[src/rtl/div_reconstruct_mul.sv]
// Rebuilds a dividend a = q*b + r by shift-add multiply then a final add; usable as a plain multiplier with r = 0.
// Result valid WIDTH+1 edges after acceptance; one operation in flight, result held until out_ready.
module div_reconstruct_mul #(
  parameter int WIDTH = 8
) (
  input  logic                 clk,
  input  logic                 rst_n,
  input  logic                 in_valid,
  output logic                 in_ready,
  input  logic [WIDTH-1:0]     q,
  input  logic [WIDTH-1:0]     b,
  input  logic [WIDTH-1:0]     r,
  output logic                 out_valid,
  input  logic                 out_ready,
  output logic [2*WIDTH-1:0]   a,
  output logic                 overflow,
  output logic                 rem_err
);

  localparam int CW = (WIDTH > 1) ? $clog2(WIDTH) : 1;
  localparam logic [CW-1:0] LAST_BIT = CW'(WIDTH - 1);

  typedef enum logic [1:0] {S_IDLE, S_MUL, S_ADD, S_DONE} state_t;

  state_t               r_state;
  state_t               w_nxt_state;
  logic [WIDTH-1:0]     r_q_sh;
  logic [WIDTH-1:0]     r_b;
  logic [WIDTH-1:0]     r_r;
  logic [2*WIDTH-1:0]   r_acc;
  logic [CW-1:0]        r_cnt;
  logic                 r_rem_err_pend;
  logic [2*WIDTH-1:0]   r_a;
  logic                 r_overflow;
  logic                 r_rem_err;
  logic [2*WIDTH-1:0]   w_addend;
  logic [2*WIDTH-1:0]   w_sum;

  assign w_addend = {{WIDTH{1'b0}}, r_b} << r_cnt;
  assign w_sum    = r_acc + {{WIDTH{1'b0}}, r_r};

  always_ff @(posedge clk or negedge rst_n) begin
    if (!rst_n) r_state <= S_IDLE;
    else        r_state <= w_nxt_state;
  end

  always_comb begin
    w_nxt_state = r_state;
    case (r_state)
      S_IDLE: if (in_valid)          w_nxt_state = S_MUL;
      S_MUL:  if (r_cnt == LAST_BIT) w_nxt_state = S_ADD;
      S_ADD:                         w_nxt_state = S_DONE;
      S_DONE: if (out_ready)         w_nxt_state = S_IDLE;
      default:                       w_nxt_state = S_IDLE;
    endcase
  end

  always_comb begin
    in_ready  = (r_state == S_IDLE);
    out_valid = (r_state == S_DONE);
  end

  // Datapath: operands latched only on acceptance; outputs change only on the ADD edge.
  always_ff @(posedge clk or negedge rst_n) begin
    if (!rst_n) begin
      r_q_sh         <= '0;
      r_b            <= '0;
      r_r            <= '0;
      r_acc          <= '0;
      r_cnt          <= '0;
      r_rem_err_pend <= 1'b0;
      r_a            <= '0;
      r_overflow     <= 1'b0;
      r_rem_err      <= 1'b0;
    end else begin
      case (r_state)
        S_IDLE: begin
          if (in_valid) begin
            r_q_sh         <= q;
            r_b            <= b;
            r_r            <= r;
            r_acc          <= '0;
            r_cnt          <= '0;
            r_rem_err_pend <= (r >= b);
          end
        end
        S_MUL: begin
          if (r_q_sh[0]) r_acc <= r_acc + w_addend;
          r_q_sh <= r_q_sh >> 1;
          r_cnt  <= r_cnt + 1'b1;
        end
        S_ADD: begin
          r_acc      <= w_sum;
          r_a        <= w_sum;
          r_overflow <= |w_sum[2*WIDTH-1:WIDTH];
          r_rem_err  <= r_rem_err_pend;
        end
        default: ;
      endcase
    end
  end

  assign a        = r_a;
  assign overflow = r_overflow;
  assign rem_err  = r_rem_err;

endmodule

[config.mk]
export PLATFORM = sky130hd
export DESIGN_NAME = div_reconstruct_mul
export DESIGN_NICKNAME = d
export VERILOG_FILES = /design/src/rtl/div_reconstruct_mul.sv
export SDC_FILE = /design/constraint.sdc
export NUM_CORES = 1
export LEC_CHECK = 0
export CAP_MARGIN = 15
export CELL_PAD_IN_SITES_DETAIL_PLACEMENT = 0
export CELL_PAD_IN_SITES_GLOBAL_PLACEMENT = 1
export CORE_MARGIN = 2
export CORE_UTILIZATION = 40
export DETAILED_ROUTE_END_ITERATION = 10
export GPL_TIMING_DRIVEN = 1
export PLACE_DENSITY_LB_ADDON = 0.25
export SLEW_MARGIN = 20
export SYNTH_ARGS = -nofsm -noshare
export SYNTH_HDL_FRONTEND = slang
export SYNTH_SLANG_ARGS = --single-unit
[constraint.sdc]
create_clock -name clk -period 3.2 [get_ports clk]
set_input_delay 0.32 -clock clk [delete_from_list [all_inputs] [get_ports clk]]
set_output_delay 0.32 -clock clk [all_outputs]
set_load 0.05 [all_outputs]
==> impl_results.md <==
- Outcome: finished, final reports clean
- Met2 wire length: 5600 µm
- Max-slew violations: 0
- Fin area: 0.00558 mm²
- First DRT Iteration DRCs: 240
- Period utilization: 94.2%
- Longest Clk Path Bufs: 2
- Pin count of the biggest net entering global routing: 65
- CP Capture Type: flip-flop
- Num rows: 39
- Final Setup Violations: 0
- DIE HEIGHT: 111 µm
- Utilization after layout: 49.3%
- Initial antenna violation count: 0
- Avg WL per Cell: 16.2 µm
- Die Footprint: 0.0124 mm²
- CP required: 3.42 ns
- Largest area contributor in the netlist: dfrtp_1
- Slew headroom: 44.2%
- Antenna-violating nets left: 0
- CTS tree: done
- ANT cells: 0
- Core Area: 0.0113 mm²
- Hold WS: 0.159 ns
- Root buffer cell: clkbuf_16
- Total GRT Usage: 19.8%
- DR pass1 iterations: 4
- Clk_skew: 0.00446 ns
- Fraction of registers with async set/reset: 100%
- EDFF count, synth: 0
- First-pass GRT wire length: 19,700 µm
- Fillers: 1,101
- Yosys warning total: 0
- Clock latency on the worst-skew pair: 0.33 ns
- Leak: 2.54 nW
- Met1 WL: 5410 µm
- Vias in the first global route: 3,993
- Setup TNS: 0 ns
- Crit path launch type: flip-flop
- Post-CTS Hold Fix Bufs: 0
- TritonCTS Sinks: 64
- Max Cap Viol: 0
- Share of cells above drive strength 1: 12.2%
- Vias: 3,936
- Worst Tran Pin Value: 0.837 ns
- RSZ-0062 raised after global routing: no
- Endpoints failing hold: 0
- Synth top area cells: dfrtp_1 35%, ha_1 10%, o21ai_0 5.6%
- CTS buffer count: 9
- Worst Hold Class: input port to async pin
- Die Width: 111 µm
- Post-synthesis sequential area ratio: 34.7%
- Total grt overflow: 0
- Highest Clock Rate: 332 MHz
- Area Growth Syn to Fin: 20.9%
- Total power draw: 5.83 mW
- Via density: 5.50
- Share of the synthesized area in the top cell type: 34.7%
- Post-synthesis register bit count: 64
- Yosys cell types: 62
- Met3 WL: 416 µm
- Highest metal used: met4
- Crit path DAT: 3.23 ns
- Synth Net Count: 588
- Initial Util: 40.7%
- DP Wirelength: 8830 µm
- Avg Cell Area, Syn: 8.85 µm²
- Placed cell area: 0.00526 mm²
- IO Port Bufs: 47
- Critical path peak fanout: 9
- Total Wirelength: 11,600 µm
- DR DRC count: 0
- CP Class: flip-flop to flip-flop
- CTS clk-pin slew, worst paths: 0.05 ns
- Placer Congestion: 0.855
- Htree depth: 3
- Predominant post-synthesis flop cell: dfrtp_1
- Minimum clock period: 3.01 ns
- Power Dens Cells: 1040 mW/mm²
- Peak supply drop: 483 µV
- Synthesized instance count: 521
- Nets: 635
- Cell area after synthesis: 0.00461 mm²
- IO Count: 48
[repair_timing]
item / CTS / global route
endpoints found under the setup margin: 0 / 7
setup buffers: 0 / 1
resized for setup: 0 / 5
[per-stage QoR]
stage / setup slack (ns) / instances
finish: 0.186 / 716
detailed placement: 0.0505 / 699
global placement: 0.127 / 699
global route: 0.00395 / 716
floorplan: 0.153 / 521
CTS: 0.0302 / 715
[critical path, cell delays in order, from the launching register on]
cell and delay, ns:
dfrtp_2 0.47, nand2b_1 0.21, nor3_1 0.23, ha_2 0.27, inv_1 0.06, fa_1 0.41
nor2b_1 0.20, nor3_2 0.08, o21bai_2 0.18, a41o_1 0.28, a21boi_1 0.10, xnor2_1 0.12
a221o_1 0.29
[flip-flops by register name, indices dropped and copies added (netlist names)]
name and flops:
r_acc 16, r_b 8, a 16, r_r 8, overflow 1, r_state 2
r_q_sh 8, rem_err 1, r_cnt 3, r_rem_err_pend 1
[synthesized netlist by cell type (2+ instances only)]
| master | instances |
|---|---|
| a211oi_1 | 2 |
| a211oi_2 | 3 |
| a21o_1 | 8 |
| a21oi_1 | 30 |
| a21oi_2 | 2 |
| a221o_1 | 4 |
| a22o_1 | 3 |
| a22oi_1 | 10 |
| a2bb2oi_1 | 2 |
| a311oi_1 | 3 |
| a31oi_1 | 10 |
| and2_1 | 4 |
| and2_4 | 2 |
| and3_1 | 4 |
| buf_2 | 7 |
| clkbuf_1 | 20 |
| dfrtp_1 | 64 |
| fa_1 | 2 |
| ha_1 | 37 |
| inv_1 | 26 |
| mux2_2 | 17 |
| mux2i_1 | 7 |
| nand2_1 | 56 |
| nand2b_1 | 2 |
| nand3_1 | 12 |
| nand4_1 | 3 |
| nor2_1 | 37 |
| nor2b_1 | 11 |
| nor3_1 | 4 |
| nor4_1 | 4 |
| o211ai_1 | 5 |
| o21ai_0 | 52 |
| o21ai_1 | 3 |
| o21ai_2 | 2 |
| o21bai_1 | 4 |
| o22ai_1 | 5 |
| o31ai_1 | 2 |
| or3_1 | 3 |
| xnor2_1 | 15 |
| xor2_1 | 12 |
[worst paths after layout]
check / start / endpoint / slack (ns) / cells past startpoint
min reg2reg: rem_err$_DFFE_PN0P_ / rem_err$_DFFE_PN0P_ / 0.50 / 1
min in group clk: rem_err$_DFFE_PN0P_ / rem_err$_DFFE_PN0P_ / 0.50 / 1
max reg2reg: r_cnt[0]$_DFFE_PN0P_ / r_acc[10]$_DFFE_PN0P_ / 0.19 / 12
max in group asynchronous: rst_n / r_cnt[0]$_DFFE_PN0P_ / 2.42 / 2
max: r_cnt[0]$_DFFE_PN0P_ / r_acc[10]$_DFFE_PN0P_ / 0.19 / 12
min: rst_n / overflow$_DFFE_PN0P_ / 0.16 / 2
[per-layer routing]
| layer | vias to the layer above | track usage [%] |
|---|---|---|
| li1 | 1990 | - |
| met1 | 1857 | 25.6 |
| met2 | 75 | 33.7 |
| met3 | 14 | 3.97 |
| met4 | 0 | 6.34 |
| met5 | - | 0 |
[where the power goes]
part	internal [mW]	total, mW	switching, mW
Combinational	1.36	3.42	2.06
Clock	0.646	0.995	0.349
Sequential	1.14	1.42	0.283
[cell families (layout without fill, tap and decap cells)]
group	count (synthesis)	count (layout)	synth area share, %
AO/OA/AOI/OAI	162	162	22.8
XOR/XNOR	27	27	5.13
adder cells (fa/ha/maj)	39	39	10.9
buffers and inverters	55	107	4.83
flip-flops	64	64	34.7
multiplexers	25	25	5.91
AND/OR/NAND/NOR	149	149	15.7
[cell usage in the layout, fill, tap and decap left out, types with 3 or more instances in the layout]
| cell type | synthesis | routed |
|---|---|---|
| clkdlybuf4s50_1 | 0 | 46 |
| mux2_2 | 17 | 17 |
| a22o_1 | 3 | 3 |
| o211ai_1 | 5 | 5 |
| mux2i_1 | 7 | 7 |
| a311oi_1 | 3 | 3 |
| ha_1 | 37 | 35 |
| nor4_1 | 4 | 4 |
| a211oi_2 | 3 | 3 |
| a221o_1 | 4 | 4 |
| xnor2_1 | 15 | 15 |
| dfrtp_1 | 64 | 63 |
| and3_1 | 4 | 4 |
| nor3_1 | 4 | 4 |
| nor2b_1 | 11 | 11 |
| and2_1 | 4 | 4 |
| a31oi_1 | 10 | 10 |
| clkbuf_1 | 20 | 3 |
| nand3_1 | 12 | 12 |
| o22ai_1 | 5 | 5 |
| a21o_1 | 8 | 8 |
| a22oi_1 | 10 | 10 |
| a21oi_2 | 2 | 3 |
| o21bai_1 | 4 | 3 |
| a21oi_1 | 30 | 29 |
| xor2_1 | 12 | 12 |
| o21ai_1 | 3 | 3 |
| nor2_1 | 37 | 37 |
| clkbuf_16 | 0 | 9 |
| buf_4 | 0 | 17 |
| or3_1 | 3 | 3 |
| nand4_1 | 3 | 3 |
| nand2_1 | 56 | 56 |
| inv_1 | 26 | 26 |
| o21ai_0 | 52 | 52 |
[area by class of cell]
class | count | area [µm²] | area share (%)
Tap cell | 143 | 179 | 3.21
Clock inverter | 2 | 37.5 | 0.673
Inverter | 27 | 101 | 1.82
Timing Repair Buffer | 64 | 593 | 10.6
Multi-Input combinational cell | 402 | 2800 | 50.2
Sequential cell | 64 | 1600 | 28.7
Clock buffer | 14 | 264 | 4.73
Power figures use the tool's default switching activity.
